`config.mk`:
```
export PLATFORM = sky130hd
export DESIGN_NAME = mem_port_arbiter_flat
export DESIGN_NICKNAME = d
export VERILOG_FILES = /design/src/rtl/mem_port_arbiter_pkg.sv /design/src/rtl/mem_port_arbiter_if.sv /design/src/rtl/mem_port_arbiter_rr_pick2.sv /design/src/rtl/mem_port_arbiter.sv /design/src/flat_wrapper.sv
export SDC_FILE = /design/constraint.sdc
export NUM_CORES = 1
export LEC_CHECK = 0
export ABC_AREA = 1
export CORE_MARGIN = 4
export CORE_UTILIZATION = 45
export CTS_CLUSTER_SIZE = 20
export DETAILED_ROUTE_END_ITERATION = 10
export PLACE_DENSITY = 0.95
export SLEW_MARGIN = 30
export SYNTH_ARGS = -nofsm -noshare
export SYNTH_HDL_FRONTEND = slang
export SYNTH_SLANG_ARGS = --single-unit
```
`constraint.sdc`:
```
create_clock -name clk -period 3.8 [get_ports clk]
set_input_delay 0.95 -clock clk [delete_from_list [all_inputs] [get_ports clk]]
set_output_delay 0.95 -clock clk [all_outputs]
set_load 0.03 [all_outputs]
```
`src/rtl/mem_port_arbiter_pkg.sv`:
```
// mem_arb_pkg: shared state/grant encodings and wait-counter width for mem_port_arbiter
package mem_arb_pkg;
    typedef enum logic [1:0] {IDLE, ACCESS, RESP} state_t;
    typedef enum logic {GNT_CPU = 1'b0, GNT_LD = 1'b1} gnt_t;
    localparam int CNT_W = 4;
endpackage

```
`src/rtl/mem_port_arbiter_if.sv`:
```
// mem_port_arbiter_if: CPU, loader and memory-side signals of the shared memory port
// slave  = arbiter view (requests in, responses and memory strobes out, mem_rdata in)
// master = requester/memory view (the mirror image)
interface mem_port_arbiter_if #(
    parameter int ADDR_W = 32,
    parameter int DATA_W = 32
);
    logic              cpu_req, cpu_we, cpu_ready;
    logic [ADDR_W-1:0] cpu_addr;
    logic [DATA_W-1:0] cpu_wdata, cpu_rdata;
    logic              ld_req, ld_we, ld_ack;
    logic [ADDR_W-1:0] ld_addr;
    logic [DATA_W-1:0] ld_wdata, ld_rdata;
    logic              mem_en, mem_we, grant_ld;
    logic [ADDR_W-1:0] mem_addr;
    logic [DATA_W-1:0] mem_wdata, mem_rdata;
    modport slave (
        input  cpu_req, cpu_we, cpu_addr, cpu_wdata, ld_req, ld_we, ld_addr, ld_wdata, mem_rdata,
        output cpu_rdata, cpu_ready, ld_rdata, ld_ack, mem_en, mem_we, mem_addr, mem_wdata, grant_ld
    );
    modport master (
        output cpu_req, cpu_we, cpu_addr, cpu_wdata, ld_req, ld_we, ld_addr, ld_wdata, mem_rdata,
        input  cpu_rdata, cpu_ready, ld_rdata, ld_ack, mem_en, mem_we, mem_addr, mem_wdata, grant_ld
    );
endinterface

```
`src/rtl/mem_port_arbiter_rr_pick2.sv`:
```
// rr_pick2: combinational two-way round-robin picker
// req[0]=CPU, req[1]=loader; on a tie the side not granted last wins; valid = any request
module rr_pick2
    import mem_arb_pkg::*;
(
    input  logic [1:0] req,
    input  gnt_t       last_grant,
    output gnt_t       grant,
    output logic       valid
);
    assign valid = |req;
    assign grant = (req == 2'b11) ? ((last_grant == GNT_LD) ? GNT_CPU : GNT_LD)
                                  : (req[1] ? GNT_LD : GNT_CPU);
endmodule

```
`src/rtl/mem_port_arbiter.sv`:
```
// mem_port_arbiter: shares one memory port between the CPU and a loader with wait states
// clk, reset (async, active-low); bus: CPU/loader request-response and memory port signals
module mem_port_arbiter
    import mem_arb_pkg::*;
#(
    parameter int ADDR_W      = 32,
    parameter int DATA_W      = 32,
    parameter int WAIT_CYCLES = 2
) (
    input logic                clk,
    input logic                reset,
    mem_port_arbiter_if.slave  bus
);
    state_t            state_q, state_d;
    logic [CNT_W-1:0]  cnt_q, cnt_d;
    gnt_t              gnt_q, gnt_d, last_q, last_d, pick;
    logic              pick_v, we_q, we_d, last_cyc;
    logic [ADDR_W-1:0] addr_q, addr_d;
    logic [DATA_W-1:0] wdata_q, wdata_d, crd_q, crd_d, lrd_q, lrd_d;
    rr_pick2 u_pick (
        .req        ({bus.ld_req, bus.cpu_req}),
        .last_grant (last_q),
        .grant      (pick),
        .valid      (pick_v)
    );
    assign last_cyc = (state_q == ACCESS) && (cnt_q == '0);
    always_comb begin
        state_d = state_q;
        cnt_d   = cnt_q;
        gnt_d   = gnt_q;
        last_d  = last_q;
        we_d    = we_q;
        addr_d  = addr_q;
        wdata_d = wdata_q;
        crd_d   = crd_q;
        lrd_d   = lrd_q;
        if (state_q == IDLE) begin
            if (pick_v) begin
                state_d = ACCESS;
                cnt_d   = CNT_W'(WAIT_CYCLES - 1);
                gnt_d   = pick;
                we_d    = (pick == GNT_LD) ? bus.ld_we    : bus.cpu_we;
                addr_d  = (pick == GNT_LD) ? bus.ld_addr  : bus.cpu_addr;
                wdata_d = (pick == GNT_LD) ? bus.ld_wdata : bus.cpu_wdata;
            end
        end else if (state_q == ACCESS) begin
            cnt_d = last_cyc ? '0 : cnt_q - 1'b1;
            if (last_cyc) begin
                state_d = RESP;
                crd_d   = (gnt_q == GNT_CPU) ? bus.mem_rdata : crd_q;
                lrd_d   = (gnt_q == GNT_LD)  ? bus.mem_rdata : lrd_q;
            end
        end else begin
            state_d = IDLE;
            last_d  = gnt_q;
        end
    end
    always_ff @(posedge clk or negedge reset) begin
        if (!reset) begin
            state_q <= IDLE;
            cnt_q   <= '0;
            gnt_q   <= GNT_CPU;
            last_q  <= GNT_LD;
            we_q    <= 1'b0;
            addr_q  <= '0;
            wdata_q <= '0;
            crd_q   <= '0;
            lrd_q   <= '0;
        end else begin
            state_q <= state_d;
            cnt_q   <= cnt_d;
            gnt_q   <= gnt_d;
            last_q  <= last_d;
            we_q    <= we_d;
            addr_q  <= addr_d;
            wdata_q <= wdata_d;
            crd_q   <= crd_d;
            lrd_q   <= lrd_d;
        end
    end
    // The write strobe is only raised on the final access cycle so each write commits once.
    assign bus.mem_en    = (state_q == ACCESS);
    assign bus.mem_we    = last_cyc & we_q;
    assign bus.mem_addr  = addr_q;
    assign bus.mem_wdata = wdata_q;
    assign bus.cpu_rdata = crd_q;
    assign bus.ld_rdata  = lrd_q;
    assign bus.cpu_ready = (state_q == RESP) && (gnt_q == GNT_CPU);
    assign bus.ld_ack    = (state_q == RESP) && (gnt_q == GNT_LD);
    assign bus.grant_ld  = (gnt_q == GNT_LD);
endmodule

```
`src/flat_wrapper.sv`:
```
// flat-port wrapper written by rule: the top's interface ports become plain ports
module mem_port_arbiter_flat import mem_arb_pkg::*;
#(
    parameter int ADDR_W      = 32,
    parameter int DATA_W      = 32,
    parameter int WAIT_CYCLES = 2
)
  (clk, reset, bus_cpu_req, bus_cpu_we, bus_cpu_addr, bus_cpu_wdata, bus_ld_req, bus_ld_we, bus_ld_addr, bus_ld_wdata, bus_mem_rdata, bus_cpu_rdata, bus_cpu_ready, bus_ld_rdata, bus_ld_ack, bus_mem_en, bus_mem_we, bus_mem_addr, bus_mem_wdata, bus_grant_ld);
  mem_port_arbiter_if #(.ADDR_W(ADDR_W), .DATA_W(DATA_W)) bus_i ();
  input logic clk;
  input logic reset;
  input wire logic [$bits(bus_i.cpu_req)-1:0] bus_cpu_req;
  input wire logic [$bits(bus_i.cpu_we)-1:0] bus_cpu_we;
  input wire logic [$bits(bus_i.cpu_addr)-1:0] bus_cpu_addr;
  input wire logic [$bits(bus_i.cpu_wdata)-1:0] bus_cpu_wdata;
  input wire logic [$bits(bus_i.ld_req)-1:0] bus_ld_req;
  input wire logic [$bits(bus_i.ld_we)-1:0] bus_ld_we;
  input wire logic [$bits(bus_i.ld_addr)-1:0] bus_ld_addr;
  input wire logic [$bits(bus_i.ld_wdata)-1:0] bus_ld_wdata;
  input wire logic [$bits(bus_i.mem_rdata)-1:0] bus_mem_rdata;
  output wire logic [$bits(bus_i.cpu_rdata)-1:0] bus_cpu_rdata;
  output wire logic [$bits(bus_i.cpu_ready)-1:0] bus_cpu_ready;
  output wire logic [$bits(bus_i.ld_rdata)-1:0] bus_ld_rdata;
  output wire logic [$bits(bus_i.ld_ack)-1:0] bus_ld_ack;
  output wire logic [$bits(bus_i.mem_en)-1:0] bus_mem_en;
  output wire logic [$bits(bus_i.mem_we)-1:0] bus_mem_we;
  output wire logic [$bits(bus_i.mem_addr)-1:0] bus_mem_addr;
  output wire logic [$bits(bus_i.mem_wdata)-1:0] bus_mem_wdata;
  output wire logic [$bits(bus_i.grant_ld)-1:0] bus_grant_ld;
  assign bus_i.cpu_req = bus_cpu_req;
  assign bus_i.cpu_we = bus_cpu_we;
  assign bus_i.cpu_addr = bus_cpu_addr;
  assign bus_i.cpu_wdata = bus_cpu_wdata;
  assign bus_i.ld_req = bus_ld_req;
  assign bus_i.ld_we = bus_ld_we;
  assign bus_i.ld_addr = bus_ld_addr;
  assign bus_i.ld_wdata = bus_ld_wdata;
  assign bus_i.mem_rdata = bus_mem_rdata;
  assign bus_cpu_rdata = bus_i.cpu_rdata;
  assign bus_cpu_ready = bus_i.cpu_ready;
  assign bus_ld_rdata = bus_i.ld_rdata;
  assign bus_ld_ack = bus_i.ld_ack;
  assign bus_mem_en = bus_i.mem_en;
  assign bus_mem_we = bus_i.mem_we;
  assign bus_mem_addr = bus_i.mem_addr;
  assign bus_mem_wdata = bus_i.mem_wdata;
  assign bus_grant_ld = bus_i.grant_ld;
  mem_port_arbiter #(.ADDR_W(ADDR_W), .DATA_W(DATA_W), .WAIT_CYCLES(WAIT_CYCLES)) u_core (.clk(clk), .reset(reset), .bus(bus_i));
endmodule
```
==> results.sh, run 1 <==
export IMPL_drt_iter0_markers=531
export IMPL_gp_congestion=0.901
export IMPL_grt_use_met3_pct=8.08
export IMPL_grt_util_met1_pct=30.1
export IMPL_grt_busiest_layer="met2"
export IMPL_critPathTopFamily="buffers and inverters"
export IMPL_wirelength_um=22300
export IMPL_synth_nets=1010
export IMPL_ys_top_cells_by_count="nand2_1 (479), dfrtp_1 (136), nand3_1 (66), nand4_1 (66), buf_2 (37)"
export IMPL_outcome="finished, final reports clean"
export IMPL_die_width_um=128
export IMPL_clk_path_buf_depth=2
export IMPL_yosysMostFrequentCell="nand2_1"
export IMPL_yosysTopAreaCell="dfrtp_1"
export IMPL_path_max_fanout=4
export IMPL_finalCritPeriodShare_pct=83.8
export IMPL_vias=6768
export IMPL_synth_top_area_share_pct=52.8
export IMPL_drc=0
export IMPL_place_ws_ns=1.04
export IMPL_finalHoldViolations=0
export IMPL_drv_slew=0
export IMPL_cts_resized=0
export IMPL_p_per_area_nw_per_um2=929
export IMPL_fmaxAchievable_mhz=314
export IMPL_die_h_um=128
export IMPL_post_drt_wl_per_cell_um=17.1
export IMPL_min_path_type="in -> async"
export IMPL_place_area_um2=9490
export IMPL_cts_tree="done"
export IMPL_numCtsBuffers=17
export IMPL_cts_sinks=137
export IMPL_fin_worst_skew_ns=0.0105
export IMPL_first_global_vias=6632
export IMPL_firstDrtPassIters=5
export IMPL_tightest_slew_ns=0.735
export IMPL_area_growth_pct=56.9
export IMPL_cts_setup_buffers=0
export IMPL_viasPerCell=5.19
export IMPL_netlist_area_um2=6440
export IMPL_fin_setup_tns_ns=0
export IMPL_cp_slowest_cell="clkdlybuf4s50_1"
export IMPL_hpwlAfterDp_um=15700
export IMPL_drive_gt1_share_pct=5.16
export IMPL_r2r_cells=6
export IMPL_crit_chain="inv_1, ha_1, nand2_1, nor2_4, nand2_1, nor2_1, clkdlybuf4s50_1"
export IMPL_yosysWarnings=0
export IMPL_rsz0062_at_grt="false"
export IMPL_die_area_um2=16300
export IMPL_clkTransAtPathRegs_ns=0.06
export IMPL_n_antenna_cell=0
export IMPL_cts_root_buffer="clkbuf_16"
export IMPL_critPathRequiredTime_ns=2.85
export IMPL_ys_types=18
export IMPL_synth_edff_count=0
export IMPL_r2r_start="u_core.bus.grant_ld$_DFFE_PN0P_"
export IMPL_leakage_uw=0.00504
export IMPL_grt_pass1_wl_um=34300
export IMPL_postSynthCellCount=842
export IMPL_finalSetupViolCount=0
export IMPL_synth_area_top_cells="dfrtp_1 (53%), nand2_1 (28%), nand4_1 (6.4%), nand3_1 (5.1%), buf_2 (2.9%)"
export IMPL_startpoint_type="flop"
export IMPL_clk_latency_ns=0.42
export IMPL_end_kind="primary output"
export IMPL_initial_utilization_pct=46.2
export IMPL_timing_rr_end="u_core.bus.cpu_rdata[5]$_DFFE_PN0P_"
export IMPL_grt_start_max_net_pins=67
export IMPL_cap_viol_max_count=0
export IMPL_max_vdd_ir_drop_mv=0.492
export IMPL_final_antenna_net_count=0
export IMPL_fin_area_um2=10100
export IMPL_async_flop_share_pct=100
export IMPL_setup_ws_ns=0.615
export IMPL_grt_util_met2_pct=46.4
export IMPL_cpPeakStageDelay_ns=0.70
export IMPL_startpoint="u_core.cnt_q[0]$_DFFE_PN0P_"
export IMPL_antenna_found_initial=0
export IMPL_core_um2=13900
export IMPL_post_synth_cell_area_avg_um2=7.65
export IMPL_path_common_cell="nand2_1"
export IMPL_worstPathArrival_ns=2.23
export IMPL_grt_overflow=0
export IMPL_max_slew_margin_pct=50.8
export IMPL_port_buffers=298
export IMPL_holdBufCountCts=0
export IMPL_fp_row_count=43
export IMPL_ys_ff_latch=137
export IMPL_yosysSeqAreaShare_pct=53.2
export IMPL_layout_nets=1279
export IMPL_path_buf_inv=2
export IMPL_htree_levels=4
export IMPL_path_class="reg -> out"
export IMPL_worst_hold_slack_ns=0.465
export IMPL_synthFlopType="dfrtp_1"
export IMPL_grt_use_total_pct=27.0
export IMPL_r2r_setup_slack_ns=1.74
export IMPL_io_pins=299
export IMPL_min_period_ns=3.18
## sequential cells by signal (all words and copies together) (netlist names)
name / count
u_core.bus.ld_rdata: 32
u_core.last_q: 1
u_core.bus.cpu_rdata: 32
u_core.cnt_q: 4
u_core.state_q: 2
u_core.we_q: 1
u_core.bus.grant_ld: 1
u_core.bus.mem_addr: 32
u_core.bus.mem_wdata: 32
## cell type report
class	count	area, um2
multi-input combinational	629	2670
timing repair buffer	312	3120
tap	180	225
inverter	14	52.6
clock inverter	11	145
fill	975	3820
sequential	137	3430
clock buffer	21	470
## cell families (layout without fill, tap and decap cells)
| logic type | after synthesis | in the layout | share of synthesized area [%] |
|---|---|---|---|
| adder cells (fa/ha/maj) | 2 | 2 | 0.388 |
| XOR/XNOR | 1 | 1 | 0.136 |
| AO/OA/AOI/OAI | 2 | 2 | 0.155 |
| buffers and inverters | 76 | 358 | 5.73 |
| flip-flops | 137 | 137 | 53.2 |
| AND/OR/NAND/NOR | 624 | 624 | 40.4 |
## layer usage
layer  wire [um]  vias to the layer above  share of wire [%]
met5           0                        -                  0
met3        2010                       59                9.0
li1            -                     3220                  -
met2       11200                      348                 50
met4        1010                        0                4.5
met1        8040                     3141                 36
## where the power goes
group          internal, uW  leakage (uW)  switching [uW]
Clock                  1080      0.000295             624
Combinational          1840       0.00306            3210
Sequential             2190       0.00168             448
Total                  5110       0.00504            4290
## cell usage in the layout (no fill, tap or decap)
| cell | count |
|---|---|
| buf_12 | 3 |
| buf_2 | 1 |
| buf_4 | 11 |
| buf_6 | 1 |
| bufinv_16 | 3 |
| clkbuf_1 | 1 |
| clkbuf_16 | 17 |
| clkbuf_8 | 3 |
| clkdlybuf4s50_1 | 296 |
| clkinv_2 | 3 |
| clkinv_4 | 2 |
| clkinvlp_4 | 3 |
| dfrtp_1 | 136 |
| dfstp_2 | 1 |
| ha_1 | 2 |
| inv_1 | 10 |
| inv_2 | 4 |
| nand2_1 | 476 |
| nand2_2 | 3 |
| nand3_1 | 66 |
| nand4_1 | 66 |
| nor2_1 | 9 |
| nor2_4 | 3 |
| nor3_1 | 1 |
| o21ai_0 | 2 |
| xor2_1 | 1 |
## how the worst max path moves through the flow
| stage | cells after the start | endpoint |
|---|---|---|
| after floorplan | 3 | bus_cpu_ready |
| after global placement | 8 | u_core.bus.mem_addr[21]$_DFFE_PN0P_ |
| after detailed placement | 7 | bus_mem_we |
| after CTS | 7 | bus_mem_we |
| after global routing | 7 | bus_mem_we |
| final | 7 | bus_mem_we |
## stage by stage
| step | util [%] | total power, uW | std cells |
|---|---|---|---|
| global route | 72.6 | 9910 | 1304 |
| finish | 72.6 | 9390 | 1304 |
| CTS | 72.6 | 9430 | 1304 |
| detailed placement | 68.1 | 7680 | 1272 |
| global placement | 68.1 | 7510 | 1272 |
| floorplan | - | 5550 | 842 |
(Power assumes the default switching activity.)
==> run 2: changes to the inputs <==
--- a/config.mk
+++ b/config.mk
@@ -7,10 +7,10 @@
 export LEC_CHECK = 0
 export ABC_AREA = 1
 export CORE_MARGIN = 4
-export CORE_UTILIZATION = 45
+export CORE_UTILIZATION = 38
 export CTS_CLUSTER_SIZE = 20
 export DETAILED_ROUTE_END_ITERATION = 10
-export PLACE_DENSITY = 0.95
+export PLACE_DENSITY = 0.9
 export SLEW_MARGIN = 30
 export SYNTH_ARGS = -nofsm -noshare
 export SYNTH_HDL_FRONTEND = slang
==> constraint.sdc (replaced) <==
create_clock -name clk -period 2.8 [get_ports clk]
set_input_delay 0.7 -clock clk [delete_from_list [all_inputs] [get_ports clk]]
set_output_delay 0.7 -clock clk [all_outputs]
set_load 0.03 [all_outputs]
==> results.sh, run 2 (synthesized netlist as in run 1, its figures left out) <==
export IMPL_outcome="finished, final reports clean"
export IMPL_finalCritPeriodShare_pct=89.4
export IMPL_grt_pass1_wl_um=32600
export IMPL_drc=0
export IMPL_layout_nets=1280
export IMPL_cts_root_buffer="clkbuf_16"
export IMPL_die_area_um2=19100
export IMPL_fmaxAchievable_mhz=400
export IMPL_clk_latency_ns=0.41
export IMPL_cap_viol_max_count=0
export IMPL_dp_cells=1313
export IMPL_area_growth_pct=57.7
export IMPL_path_max_fanout=4
export IMPL_min_period_ns=2.50
export IMPL_initial_utilization_pct=38.9
export IMPL_worst_hold_slack_ns=0.263
export IMPL_end_kind="primary output"
export IMPL_fin_worst_skew_ns=0.0107
export IMPL_path_class="reg -> out"
export IMPL_die_width_um=138
export IMPL_min_path_type="in -> async"
export IMPL_startpoint_type="flop"
export IMPL_drive_gt1_share_pct=5.51
export IMPL_port_buffers=298
export IMPL_core_um2=16600
export IMPL_max_slew_margin_pct=56.8
export IMPL_grt_use_total_pct=20.8
export IMPL_rsz0062_at_grt="false"
export IMPL_cts_tree="done"
export IMPL_clk_path_buf_depth=2
export IMPL_grt_overflow=0
export IMPL_final_cell_mix="nand2_1 (476), clkdlybuf4s50_1 (293), dfrtp_1 (136)"
export IMPL_clkTransAtPathRegs_ns=0.06
export IMPL_fp_row_count=47
export IMPL_fin_setup_tns_ns=0
export IMPL_die_h_um=138
export IMPL_viasPerCell=4.93
export IMPL_p_per_area_nw_per_um2=1240
export IMPL_final_core_util_pct=61.3
export IMPL_fin_cells=1345
export IMPL_wirelength_um=20300
export IMPL_finalSetupViolCount=0
export IMPL_register_area_um2=3430
export IMPL_io_pins=299
export IMPL_holdBufCountCts=0
export IMPL_drv_slew=0
export IMPL_htree_levels=4
export IMPL_grt_start_max_net_pins=67
export IMPL_numCtsBuffers=17
export IMPL_worstPathArrival_ns=1.80
export IMPL_final_antenna_net_count=0
export IMPL_vias=6628
export IMPL_n_antenna_cell=0
export IMPL_antenna_found_initial=0
export IMPL_cts_setup_buffers=0
export IMPL_post_drt_wl_per_cell_um=15.1
export IMPL_tightest_slew_ns=0.647
export IMPL_hpwlAfterDp_um=14700
export IMPL_cts_resized=0
export IMPL_first_global_vias=6526
export IMPL_drt_iter0_markers=376
export IMPL_fill_cells=1401
export IMPL_gp_congestion=0.803
export IMPL_critPathRequiredTime_ns=2.10
export IMPL_finalHoldViolations=0
export IMPL_final_common_cell="nand2_1"
export IMPL_firstDrtPassIters=5
export IMPL_cts_sinks=137
export IMPL_max_vdd_ir_drop_mv=0.780
export IMPL_leakage_uw=0.00505
export IMPL_multi_input_area_um2=2670
-- run 2: changes by cell type in the layout (fill, tap and decap cells not counted), moves of 2 or more --
| cell | before | now |
|---|---|---|
| inv_8 | 0 | 5 |
| inv_6 | 0 | 4 |
| buf_4 | 11 | 14 |
| clkbuf_8 | 3 | 0 |
| clkdlybuf4s50_1 | 296 | 293 |
| clkinv_2 | 3 | 0 |
| bufinv_16 | 3 | 1 |
| clkinv_4 | 2 | 0 |
| clkinv_8 | 0 | 2 |
-- run 2: layer usage --
metal	track usage [%]	vias up	part of all wire (%)
li1	-	3223	-
met1	24.8	3083	40
met2	35.6	292	49
met3	6.60	30	8.6
met4	7.12	0	2.1
met5	0	-	0
-- run 2: worst paths after layout --
path | cells after the start | startpoint | endpoint | slack, ns
hold reg to reg | 2 | u_core.bus.ld_rdata[21]$_DFFE_PN0P_ | u_core.bus.ld_rdata[21]$_DFFE_PN0P_ | 0.47
setup / recovery | 3 | u_core.state_q[1]$_DFFE_PN0P_ | bus_cpu_ready | 0.30
max in group asynchronous | 2 | reset | u_core.last_q$_DFFE_PN1P_ | 1.82
hold / removal | 1 | reset | u_core.bus.cpu_rdata[12]$_DFFE_PN0P_ | 0.26
setup reg to reg | 8 | u_core.cnt_q[0]$_DFFE_PN0P_ | u_core.cnt_q[3]$_DFFE_PN0P_ | 0.91
min in group clk | 2 | u_core.bus.ld_rdata[21]$_DFFE_PN0P_ | u_core.bus.ld_rdata[21]$_DFFE_PN0P_ | 0.47
-- run 2: final cells by class --
cell class | instances | area share (%)
Multi-Input combinational cell | 629 | 26.2
Timing Repair Buffer | 313 | 30.9
Clock buffer | 17 | 4.19
Tap cell | 220 | 2.71
Inverter | 14 | 0.517
Clock inverter | 15 | 1.74
Sequential cell | 137 | 33.8
-- run 2: power breakdown --
part / switching [uW] / internal (uW) / leakage [uW]
registers: 571 / 2960 / 0.00168
clock network: 977 / 1280 / 0.000286
logic: 4260 / 2510 / 0.00308
total: 5810 / 6750 / 0.00505
-- run 2: worst max-delay path, stage by stage, from the launching register on --
cell	delay, ns
dfrtp_1	0.46
inv_2	0.07
nor3_1	0.14
clkdlybuf4s50_1	0.73
-- run 2: per-stage QoR --
step	setup WS [ns]	area, um2	total power [uW]
2_1_floorplan	0.509	6440	7530
3_3_place_gp	0.543	9560	10200
3_5_place_dp	0.524	9560	10300
4_1_cts	0.305	10200	12600
5_1_grt	0.203	10200	13300
6_report	0.298	10200	12600
==> patch 1 (config.mk and constraints of run 2) <==
Make the reset (`reset`) synchronous in one clocked block. Comments in the files are not updated.
--- a/src/rtl/mem_port_arbiter.sv
+++ b/src/rtl/mem_port_arbiter.sv
@@ -57,3 +57,3 @@
     end
-    always_ff @(posedge clk or negedge reset) begin
+    always_ff @(posedge clk) begin
         if (!reset) begin
Formal check against the unedited RTL: differs if reset is asserted again (counterexample within 4 cycles, from zero or initial values and one cycle with reset low); with reset held inactive, the same outputs for 10 cycles.
==> patch 1 against run 2 <==
Final area fell by 5.1%; area after synthesis fell by 7.5%; count of clock-buffer cells in the layout rose by 6; sequential cell count did not move; worst setup slack improved by 75 ps; non-clock buffer count fell by 5; maximum frequency rose by 3.1%; synthesized cell count rose by 6.5%; wire length fell by 5.0%; first-iteration DRC count fell by 22%; critical path type unchanged; highest routed layer is now met5.
Power is not compared: it rests on default switching activity, and its combinational part moved more than twofold at a synthesized area within 25%.
==> patch 1: results (changes against run 2) <==
status -> finished clean (unchanged)
HPWL Detailed -> 14200 um (was 14700 um)
Post-Route WL -> 19300 um (was 20300 um)
Seq/Total Area, Yosys -> 46.0% (was 53.2%)
R2R Setup Slk -> 800 ps (was 910 ps)
met2 WL post-DR -> 9650 um (was 10100 um)
Iter 0 DRT Violations -> 292 (was 376)
Hold Path Class -> register to register (was input port to async pin)
share of cells above drive strength 1 -> 4.31% (was 5.51%)
GR met1 Demand/Resource -> 22.3% (was 24.8%)
largest net degree at the start of global routing -> 95 (was 67)
placed cell area -> 9000 um^2 (was 9560 um^2)
GRT met3 Usage -> 8.16% (was 6.60%)
nets -> 1339 (was 1280)
reg2reg start -> u_core.cnt_q[0] (unchanged)
most instantiated cells after synthesis -> nand2_1, nor2_1, dfxtp_1 (was nand2_1, dfrtp_1, nand3_1, nand4_1, buf_2)
first-pass GRT wire length -> 29600 um (was 32600 um)
Highest Signal Layer -> met5 (was met4)
crit path from -> u_core.bus.grant_ld (was u_core.state_q[1])
syn_nets -> 1065 (was 1010)
Total GRT Usage -> 20.8% (about the same)
GPL Wtd Cong -> 0.832 (was 0.803)
via count -> 6409 (was 6628)
DRT met1 WL -> 7370 um (was 8100 um)
vias in the first global route -> 5991 (was 6526)
Peak Freq -> 412 MHz (was 400 MHz)
most used flip-flop cell after synthesis -> dfxtp_1 (was dfrtp_1)
Worst Clk Skew -> 7.29 ps (was 10.7 ps)
placed cell count -> 1363 (was 1313)
Avg Synthesized Cell Area -> 6.65 um^2 (was 7.65 um^2)
Worst-Margin Slew -> 692 ps (was 647 ps)
ys async rst share -> 0% (was 100%)
met2 Usage GRT -> 37.2% (was 35.6%)
worst slack, placed -> 290 ps (was 524 ps)
crit path DAT -> 1730 ps (was 1800 ps)
post-synthesis xor/xnor area fraction -> 0.147% (was 0.136%)
Compound-Gate Fraction of Synth Area -> 11.3% (was 0.155%)
CORE AREA -> 15300 um^2 (was 16600 um^2)
initial antenna violation count -> 1 (was 0)
-- patch 1: cell types whose count changed after synthesis, moves of 71 or more --
cell,before,now
nand2_1,479,273
nor2_1,10,201
dfxtp_1,0,137
dfrtp_1,136,0
a21oi_1,0,71
-- patch 1: logic make-up (layout without fill, tap and decap cells) --
kind of cell	count (synthesis)	in the layout
DFF	137	137
xor gates and xnor gates	1	1
AOI/OAI and AO/OA	135	135
adders and majority gates	2	2
and+or+nand+nor	490	490
buffers and inverters	132	419
-- patch 1: report_power, final --
part / internal (mW) / switching (mW) / total (mW)
Clock: 1.52 / 0.839 / 2.36
Combinational: 0.879 / 1.22 / 2.10
Sequential: 2.21 / 0.134 / 2.34
-- patch 1: area by class of cell --
cell class	count	area (um^2)
Fill cell	1352	5680
Timing Repair Buffer	308	3080
Sequential cell	137	2740
Multi-Input combinational cell	628	2620
Clock buffer	23	498
Inverter	79	297
Tap cell	211	264
Clock inverter	9	136
==> patch 2 (flow settings as in run 2) <==
Without the edit above. `DATA_W` is set to 32 in 3 places; all go to 40.
--- a/src/rtl/mem_port_arbiter_if.sv
+++ b/src/rtl/mem_port_arbiter_if.sv
@@ -5,3 +5,3 @@
     parameter int ADDR_W = 32,
-    parameter int DATA_W = 32
+    parameter int DATA_W = 40
 );
--- a/src/rtl/mem_port_arbiter.sv
+++ b/src/rtl/mem_port_arbiter.sv
@@ -6,3 +6,3 @@
     parameter int ADDR_W      = 32,
-    parameter int DATA_W      = 32,
+    parameter int DATA_W      = 40,
     parameter int WAIT_CYCLES = 2
--- a/src/flat_wrapper.sv
+++ b/src/flat_wrapper.sv
@@ -4,3 +4,3 @@
     parameter int ADDR_W      = 32,
-    parameter int DATA_W      = 32,
+    parameter int DATA_W      = 40,
     parameter int WAIT_CYCLES = 2
Interface: changed (6 resized); port bits go from 299 to 347. The function was not compared with the original's and may differ.
==> patch 2 against run 2 <==
Worst setup slack gained 30 ps; register-to-register slack got worse by 190 ps; area after synthesis grew 16%; power increased by 15%; core utilization down 0.89 points; sequential cell count increased by 24; final area rose by 15%; critical path depth is the same; wire length increased by 22%; hold slack improved by 44 ps; largest cell class unchanged; largest power group unchanged; highest routed layer unchanged.
==> patch 2: results (changes against run 2) <==
CTS buffer count -> 17 (unchanged)
Synth area leaders -> dfrtp_1, nand2_1, nand4_1 (unchanged)
PostCTS Resize Cnt -> 0 (unchanged)
Yosys warning count -> 0 (unchanged)
GPL Wtd Cong -> 0.836 (was 0.803)
initial antenna violation count -> 0 (unchanged)
CTS Hold Bufs -> 0 (unchanged)
worst-case clock buffer depth -> 2 (unchanged)
Fill cells -> 1659 (was 1401)
first-pass GRT wire length -> 39400 um (was 32600 um)
drt first pass iters -> 5 (unchanged)
H-tree levels -> 4 (unchanged)
placed cell count -> 1525 (was 1313)
leakage -> 5.78 nW (was 5.05 nW)
crit path from -> u_core.state_q[1] (unchanged)
most used flip-flop cell after synthesis -> dfrtp_1 (unchanged)
VDD IR max -> 0.532 mV (was 0.780 mV)
clk_lat worst skew -> 420 ps
HPWL Detailed -> 18000 um (was 14700 um)
reg2reg end -> u_core.bus.ld_rdata[18] (was u_core.cnt_q[3])
vias in the first global route -> 7735 (was 6526)
total setup buffers inserted after CTS -> 0 (unchanged)
final std cells w/o fill -> 1556 (was 1345)
r2r worst-path depth -> 6 (was 8)
share of cells above drive strength 1 -> 5.11% (was 5.51%)
crit path DAT -> 1770 ps (was 1800 ps)
Final Hold Fails -> 0 (unchanged)
placed cell area -> 11100 um^2 (was 9560 um^2)
Seq/Total Area, Yosys -> 53.8% (was 53.2%)
Hold Path Class -> input port to async pin (unchanged)
ys async rst share -> 100% (unchanged)
status -> finished clean (unchanged)
Worst-path clk slew -> 70 ps
Iter 0 DRT Violations -> 396 (was 376)
DR vias/cell -> 4.96 (was 4.93)
post-layout util -> 60.4% (was 61.3%)
Critical Path Fanout Max -> 4 (unchanged)
Avg Synthesized Cell Area -> 7.72 um^2 (was 7.65 um^2)
nets -> 1471 (was 1280)
clock root cell -> clkbuf_16 (unchanged)
Worst Clk Skew -> 12.2 ps (was 10.7 ps)
syn_nets -> 1163 (was 1010)
largest net degree at the start of global routing -> 86 (was 67)
Worst-Margin Slew -> 854 ps (was 647 ps)
slowest stage delay, CP -> 740 ps
Unique masters post-synth -> 20 (was 18)
Ant. Diodes -> 0 (unchanged)
most instantiated cells after synthesis -> nand2_1, dfrtp_1, nand4_1 (was nand2_1, dfrtp_1, nand3_1, nand4_1, buf_2)
# port buffers -> 346 (was 298)
R2R Setup Slk -> 720 ps (was 910 ps)
drt wl/cell -> 16.0 um (was 15.1 um)
crit path max-delay cell type -> clkdlybuf4s50_1 (unchanged)
Total GRT Usage -> 22.2% (was 20.8%)
patch 2: how the worst max path moves through the flow:
stage                 endpoint  slack [ps]
2_1_floorplan    bus_cpu_ready         520
3_3_place_gp   u_core.cnt_q[2]         380
3_5_place_dp   u_core.cnt_q[3]         370
4_1_cts          bus_cpu_ready         300
5_1_grt          bus_cpu_ready         210
6_report         bus_cpu_ready         330
patch 2: report_power, final:
| part | switching [mW] | leakage (nW) | internal, mW |
|---|---|---|---|
| sequential | 0.693 | 1.97 | 3.48 |
| combinational | 5.03 | 3.53 | 2.95 |
| clock | 1.01 | 0.272 | 1.25 |
patch 2: kinds of logic after synthesis:
family,share of synthesized area [%]
DFF,53.8
AOI/OAI and AO/OA,0.317
adders and majority gates,0.334
xor gates and xnor gates,0.117
buffers and inverters,5.46
and+or+nand+nor,40.0
patch 2: cell type report:
class	count	area share [%]
Multi-Input combinational cell	723	26.3
Clock buffer	17	3.63
Inverter	12	0.385
Tap cell	265	2.83
Sequential cell	161	34.4
Timing Repair Buffer	364	31.2
Clock inverter	14	1.25
patch 2: worst max-delay path: cells and delay by family (launching register included):
family                 cells  cell delay, ps
buffers and inverters      2             800
DFF                        1             440
and+or+nand+nor            1             120
patch 2: per-layer routing:
| layer | GRT usage (%) | routed length [um] |
|---|---|---|
| met5 | 0 | 0 |
| met4 | 8.22 | 679 |
| met3 | 5.12 | 2170 |
| met2 | 38.8 | 12400 |
| met1 | 26.8 | 9540 |
patch 2: through the flow:
step / setup slack, ps / hold WS (ps)
detailed placement: 373 / 457
global placement: 381 / 452
finish: 328 / 307
global route: 210 / 351
floorplan: 516 / 404
CTS: 303 / 336
